[config.mk]
export PLATFORM = sky130hd
export DESIGN_NAME = alu_mem_unit
export DESIGN_NICKNAME = d
export VERILOG_FILES = /design/src/rtl/alu_mem_unit.sv
export SDC_FILE = /design/constraint.sdc
export NUM_CORES = 2
export LEC_CHECK = 0
export ABC_AREA = 1
export CAP_MARGIN = 20
export CORE_MARGIN = 2
export CORE_UTILIZATION = 41
export CTS_CLUSTER_DIAMETER = 30
export DETAILED_ROUTE_END_ITERATION = 7
export HOLD_SLACK_MARGIN = 0.05
export SYNTH_ARGS = -nofsm -noshare
export SYNTH_HDL_FRONTEND = slang
export SYNTH_SLANG_ARGS = --single-unit
[constraint.sdc]
create_clock -name sysclk -period 2.6 [get_ports sysclk]
set_clock_uncertainty 0.2 [all_clocks]
set_input_delay 0.52 -clock sysclk [delete_from_list [all_inputs] [get_ports sysclk]]
set_output_delay 0.52 -clock sysclk [all_outputs]
set_load 0.05 [all_outputs]
[src/rtl/alu_mem_unit.sv]
// Execution/storage slice of the 8-bit datapath: instruction ROM field split,
// two-function ALU, and 256x8 data RAM (sync write, async read, async clear).
module alu_mem_unit (
   input  logic       sysclk,
   input  logic       rst_n,
   // instruction ROM
   input  logic [7:0] instr_addr,
   output logic [2:0] opcode,
   output logic       rs,
   output logic       rt,
   output logic [2:0] aux,
   // ALU
   input  logic [7:0] alu_a,
   input  logic [7:0] alu_b,
   input  logic [2:0] alu_imm,
   input  logic       alu_op,
   output logic [7:0] alu_result,
   // data RAM
   input  logic [7:0] mem_addr,
   input  logic [7:0] mem_wdata,
   input  logic       mem_write,
   output logic [7:0] mem_rdata
);

   // ------------------------------------------------------------------
   // Instruction ROM: only the first eight words are populated.
   // ------------------------------------------------------------------
   logic [7:0] instr_word;

   always_comb begin
      instr_word = 8'h00;
      case (instr_addr)
         8'd0:    instr_word = 8'h0B;
         8'd1:    instr_word = 8'h52;
         8'd2:    instr_word = 8'h9D;
         8'd3:    instr_word = 8'h64;
         8'd4:    instr_word = 8'h27;
         8'd5:    instr_word = 8'hE1;
         8'd6:    instr_word = 8'h18;
         8'd7:    instr_word = 8'hB6;
         default: instr_word = 8'h00;
      endcase
   end

   assign opcode = instr_word[7:5];
   assign rs     = instr_word[4];
   assign rt     = instr_word[3];
   assign aux    = instr_word[2:0];

   // ------------------------------------------------------------------
   // ALU: add with carry dropped, or logical left shift by alu_imm.
   // ------------------------------------------------------------------
   logic [7:0] alu_sum;
   logic [7:0] alu_shl;

   assign alu_sum = alu_a + alu_b;
   assign alu_shl = alu_a << alu_imm;

   always_comb begin
      alu_result = alu_sum;
      if (alu_op) begin
         alu_result = alu_shl;
      end
   end

   // ------------------------------------------------------------------
   // Data RAM. The async reset clears every entry, so reads during reset
   // naturally return zero and writes are blocked while rst_n is low.
   // ------------------------------------------------------------------
   logic [7:0] mem_q [256];

   always_ff @(posedge sysclk or negedge rst_n) begin
      if (!rst_n) begin
         for (int i = 0; i < 256; i++) begin
            mem_q[i] <= 8'h00;
         end
      end else if (mem_write) begin
         mem_q[mem_addr] <= mem_wdata;
      end
   end

   assign mem_rdata = mem_q[mem_addr];

endmodule

# Yosys cells after proc, flatten, opt, wreduce, memory -nomap -nowiden
# Memories as Yosys holds them, arrays and structs flattened.
# Cells that the tools add are included.
# op_classes
addsub,1
order_cmp,2
n_shift,1
mux,8
bitwise,1
n_reduce_logical,2
# op_table
operator,n
$bwmux 2048,1
$bmux 8 s8,1
$demux 8 s8,1
$mux 8,5
$ge 9x9->1 const B,1
$lt 9x1->1 const B,1
$not 8->9,1
$add 8x8->8,1
$shl 8x3->8,1
$logic_not 5->1,1
$logic_and 1x1->1,1
# totals
reg_bits,2048
mem_bits_ro,64
in_bits,47
out_inout_bits,24
wordCells,272
memories,1
# mem_list
name,words,width,read_ports,rd_clocked_by_memory_dff,write_ports,line,source
(name not given),8,8,1,0,0,32,case (instr_addr)

# Logic depth before layout (Yosys ltp)
# depth
ltp_word,6
depth_mapped,16
mapped_depth_nobuf,13

# Worst setup path after synthesis
# Ideal clock, no wire load.
# synth_timing
path_kind,in2out
from,in mem_addr[0]
to,out mem_rdata[0]
t_arrival_ps,2239
required_ps,1880
setup_slack_ps,-359
path_stages,16
n_path_buf,3
path_cell_list,inv_2 -> buf_2 -> clkbuf_1 -> clkbuf_1 -> nand2_1 -> nand2_1 -> nand2_1 -> nand3_1 -> nand2_1 -> nand2_1 -> o21ai_0 -> nand2_1 -> nor2_1 -> nor2_1 -> nor2_1 -> nand2_1
# synth_via
elab_chain_len,4
# synth_lines
item,line,source
start: declaration,19,"input logic [7:0] mem_addr,"
$not 8->9 (implied by the code),82,assign mem_rdata = mem_q[mem_addr];
$bmux 8 s8,82,
$mux 8 (implied by the code) (2 in series),82,
end: declaration,22,output logic [7:0] mem_rdata
# No other way between the ends. The select of a mux whose other input is x is not followed.

# Worst setup path in the final report
# layout_timing
from,reg mem_q[1364] in the netlist's numbering
to,out mem_rdata[4]
# layout_via
elab_chain_len,3
# layout_lines
item,line,source
start: declaration,70,logic [7:0] mem_q [256];
start signal: indexed assignment,78,mem_q[mem_addr] <= mem_wdata;
$bmux 8 s8,82,
$mux 8 (implied by the code) (2 in series),82,
# No other way between the ends. The select of a mux whose other input is x is not followed.

==> metrics <==
clock latency on the worst-skew pair=1.01 ns; vias in the first global route=85.83k; Worst EP required=1.88 ns; DP HPWL=215900 µm; synthesis-stage register bit count=2048; DIE AREA=0.2353 mm²; row count=176; cell mode on critical path=nand2_1; Max-slew headroom=0.3955; clk buf depth=4; Fill cells=20.91k; Storage cell area=0.05125 mm²; Final Instance Area=0.1254 mm²; multi-input logic area=0.04156 mm²; Fin Hold WS=0.1769 ns; clock sink total=2048; # IOs=71; Worst-Margin Slew=0.9057 ns; Routed WL=336400 µm; I/O Buffers=70; routed len/inst=20.08 µm; Pleak=62.02 nW; WP data arrival=2.96 ns; peak fanout along the critical path=2; DRT Pass-1 Iters=6; Fmax=0.2719 GHz; failing checks=negative setup slack; Starting Density=0.4123; dpl cell area=0.1067 mm²; critical path startpoint category=flip-flop; biggest regs=mem_q: 2048 flops; PwrDens=818.8 mW/mm²; RR Startpoint=mem_q[1462]$_DFFE_PN0P_; Hold WC Path Type=in2async; Synth top area share=0.5401; yosys warns=0; vias per cell=5.268; CTS buffer count=474; die width=485.1 µm; crit path buf inv count=3; crit-path max cell delay=0.38 ns; status=finished with violations; post-synth top area cell=dfrtp_1; Post-route DRC=0; initial antenna violation count=8; Root Driver=clkbuf_16; asr flop ratio synth=1.000; WS Path Type=reg2out; first-pass GRT wire length=519700 µm; P&R area growth vs syn=32.19%; Critical Path Slowest Stage Cell=dfrtp_1; GR Util All Layers=0.2833; Final GP Congestion=0.9533; post-route setup slack=-1.078 ns; largest net degree at the start of global routing=138; CP Cell Sequence=nand2_1 -> o21ai_0 -> nand2_1 -> nand2_2 -> nand2_1 -> nand2_1 -> o21ai_2 -> nand2_2 -> nor2_4 -> buf_6 -> nor2_4 -> nor2_2 -> buf_6 -> nand2_4 -> buf_12; RSZ-0062 raised after global routing=true; share of cells above drive strength 1=0.1660; Post-synth EDFFs=0; Synth Flop Type=dfrtp_1; Largest delay share family, worst path=simple AND/OR/NAND/NOR gates; Tcrit/Tclk final=1.414; Largest Register=mem_q; Worst-path clk slew=0.05 ns; Critical path origin=mem_q[1364]$_DFFE_PN0P_; routed via count=88.24k; H-tree Lvls=5; Worst Setup End Kind=output pin; antenna-violating nets left=0; syn_area_per_cell=7.457 µm²; final hold violations=0; register area share after synthesis=0.5401; Nets=13.40k; Post-Synthesis Cells=12.72k; flip-flop count of the largest register after layout=2048; Initial DRC Count=8325; syn nets=12.78k; total gr overflow=0; Tmin final=3.678 ns; synth top area cells=dfrtp_1 (54%), nand2_1 (27%), o21ai_0 (11%); CTS tree=done; Peak supply drop=0.6357 mV; Post-Syn Area=0.09489 mm²; Core Area=0.2301 mm²; Die Ht=485.1 µm; max cap viols=0; Final Slew Violations=0; Synth cell types=31; # setup viols final=12
synth_stat cells (3+ instances only):
cell type	number
nor3_2	16
dfrtp_1	2048
inv_2	14
o21ai_1	198
buf_2	100
nand2_1	6843
buf_1	26
mux2i_1	3
o21ai_0	2012
o22ai_1	5
inv_1	122
a21oi_1	128
nor2_1	233
nor2_2	3
ha_1	9
clkbuf_1	772
nand3_1	173
per-layer routing:
layer  up-vias  track usage  wire, µm
li1      41630            -         -
met5         -            0        33
met3       726      0.05605     26060
met2      3310       0.4342    150200
met1     42580       0.3892    145400
met4         4       0.1255     14670
layout make-up:
class / instances / area share
inverters: 136 / 0.004928
well taps: 3026 / 0.03018
clock inverters: 230 / 0.02364
flip-flops and latches: 2048 / 0.4086
multi-input cells: 9641 / 0.3313
diodes: 5 / 0.00009975
repair buffers: 1039 / 0.09404
clock buffers: 626 / 0.1072
tightest hold or removal path, cell delays in order:
cell           delay, ns
dlygate4sd3_1       0.61
buf_16              0.29
buf_12              0.30
cells in the final DEF (no fill, tap or decap), types with 20 or more instances in the layout:
cell type / count
dfrtp_1: 2048
buf_12: 278
clkdlybuf4s50_1: 24
clkbuf_1: 56
nand3_2: 44
buf_4: 686
clkinv_2: 81
nand2_1: 6644
nor2_1: 168
a21oi_1: 121
clkinvlp_4: 50
clkbuf_8: 91
bufinv_16: 60
clkbuf_16: 479
nor2_4: 39
o21ai_1: 218
clkinv_4: 20
nor2_2: 29
inv_1: 104
o21ai_2: 69
o21ai_0: 1911
nand2_2: 179
nand3_1: 125
logic make-up (layout without fill, tap and decap cells):
| logic type | count (synthesis) | in the layout | synth area share |
|---|---|---|---|
| fa+ha+maj | 10 | 10 | 0.001398 |
| mux | 3 | 3 | 0.0003165 |
| compound gates | 2352 | 2352 | 0.1244 |
| simple gates | 7274 | 7274 | 0.2913 |
| buf+inv | 1035 | 2031 | 0.04230 |
| xor+xnor | 2 | 2 | 0.0001846 |
| other cells | 0 | 5 | 0 |
| flops | 2048 | 2048 | 0.5401 |
metrics by stage:
| step | cells | util | setup slack (ns) | TNS (ns) | total power (W) |
|---|---|---|---|---|---|
| 2_1_floorplan | 12720 | - | -0.1789 | -0.8484 | 0.03829 |
| 3_3_place_gp | 15860 | 0.4635 | -1.709 | -930.34 | 0.04200 |
| 3_5_place_dp | 15860 | 0.4635 | -1.655 | -943.95 | 0.04216 |
| 4_1_cts | 16740 | 0.5418 | -1.060 | -8.078 | 0.1031 |
| 5_1_grt | 16750 | 0.5450 | -1.142 | -9.144 | 0.1059 |
| 6_report | 16750 | 0.5451 | -1.078 | -8.377 | 0.1027 |
final timing paths:
kind	cells past startpoint	endpoint	slack, ns
worst max-delay path	15	mem_rdata[4]	-1.08
worst min-delay path	3	mem_q[1928]$_DFFE_PN0P_	0.18
worst max register to register	4	mem_q[1462]$_DFFE_PN0P_	1.55
worst min register to register	2	mem_q[398]$_DFFE_PN0P_	0.28
max in group asynchronous	3	mem_q[2002]$_DFFE_PN0P_	1.05
min in group sysclk	2	mem_q[398]$_DFFE_PN0P_	0.28
power breakdown:
part           switching [W]  total (W)  internal [W]
Clock                 0.0187     0.0605        0.0418
Combinational        0.00518    0.00780       0.00262
Sequential          0.000837     0.0344        0.0336
Total                 0.0247      0.103        0.0780
timing repair:
action	in CTS	in global routing
setup buffers	20	13
setup endpoints to repair	20	19
hold buffers	2	0
gates cloned	10	0
resized for setup	407	210
hold endpoints to repair	2013	0
pin swaps	153	134
Power figures use the tool's default switching activity.
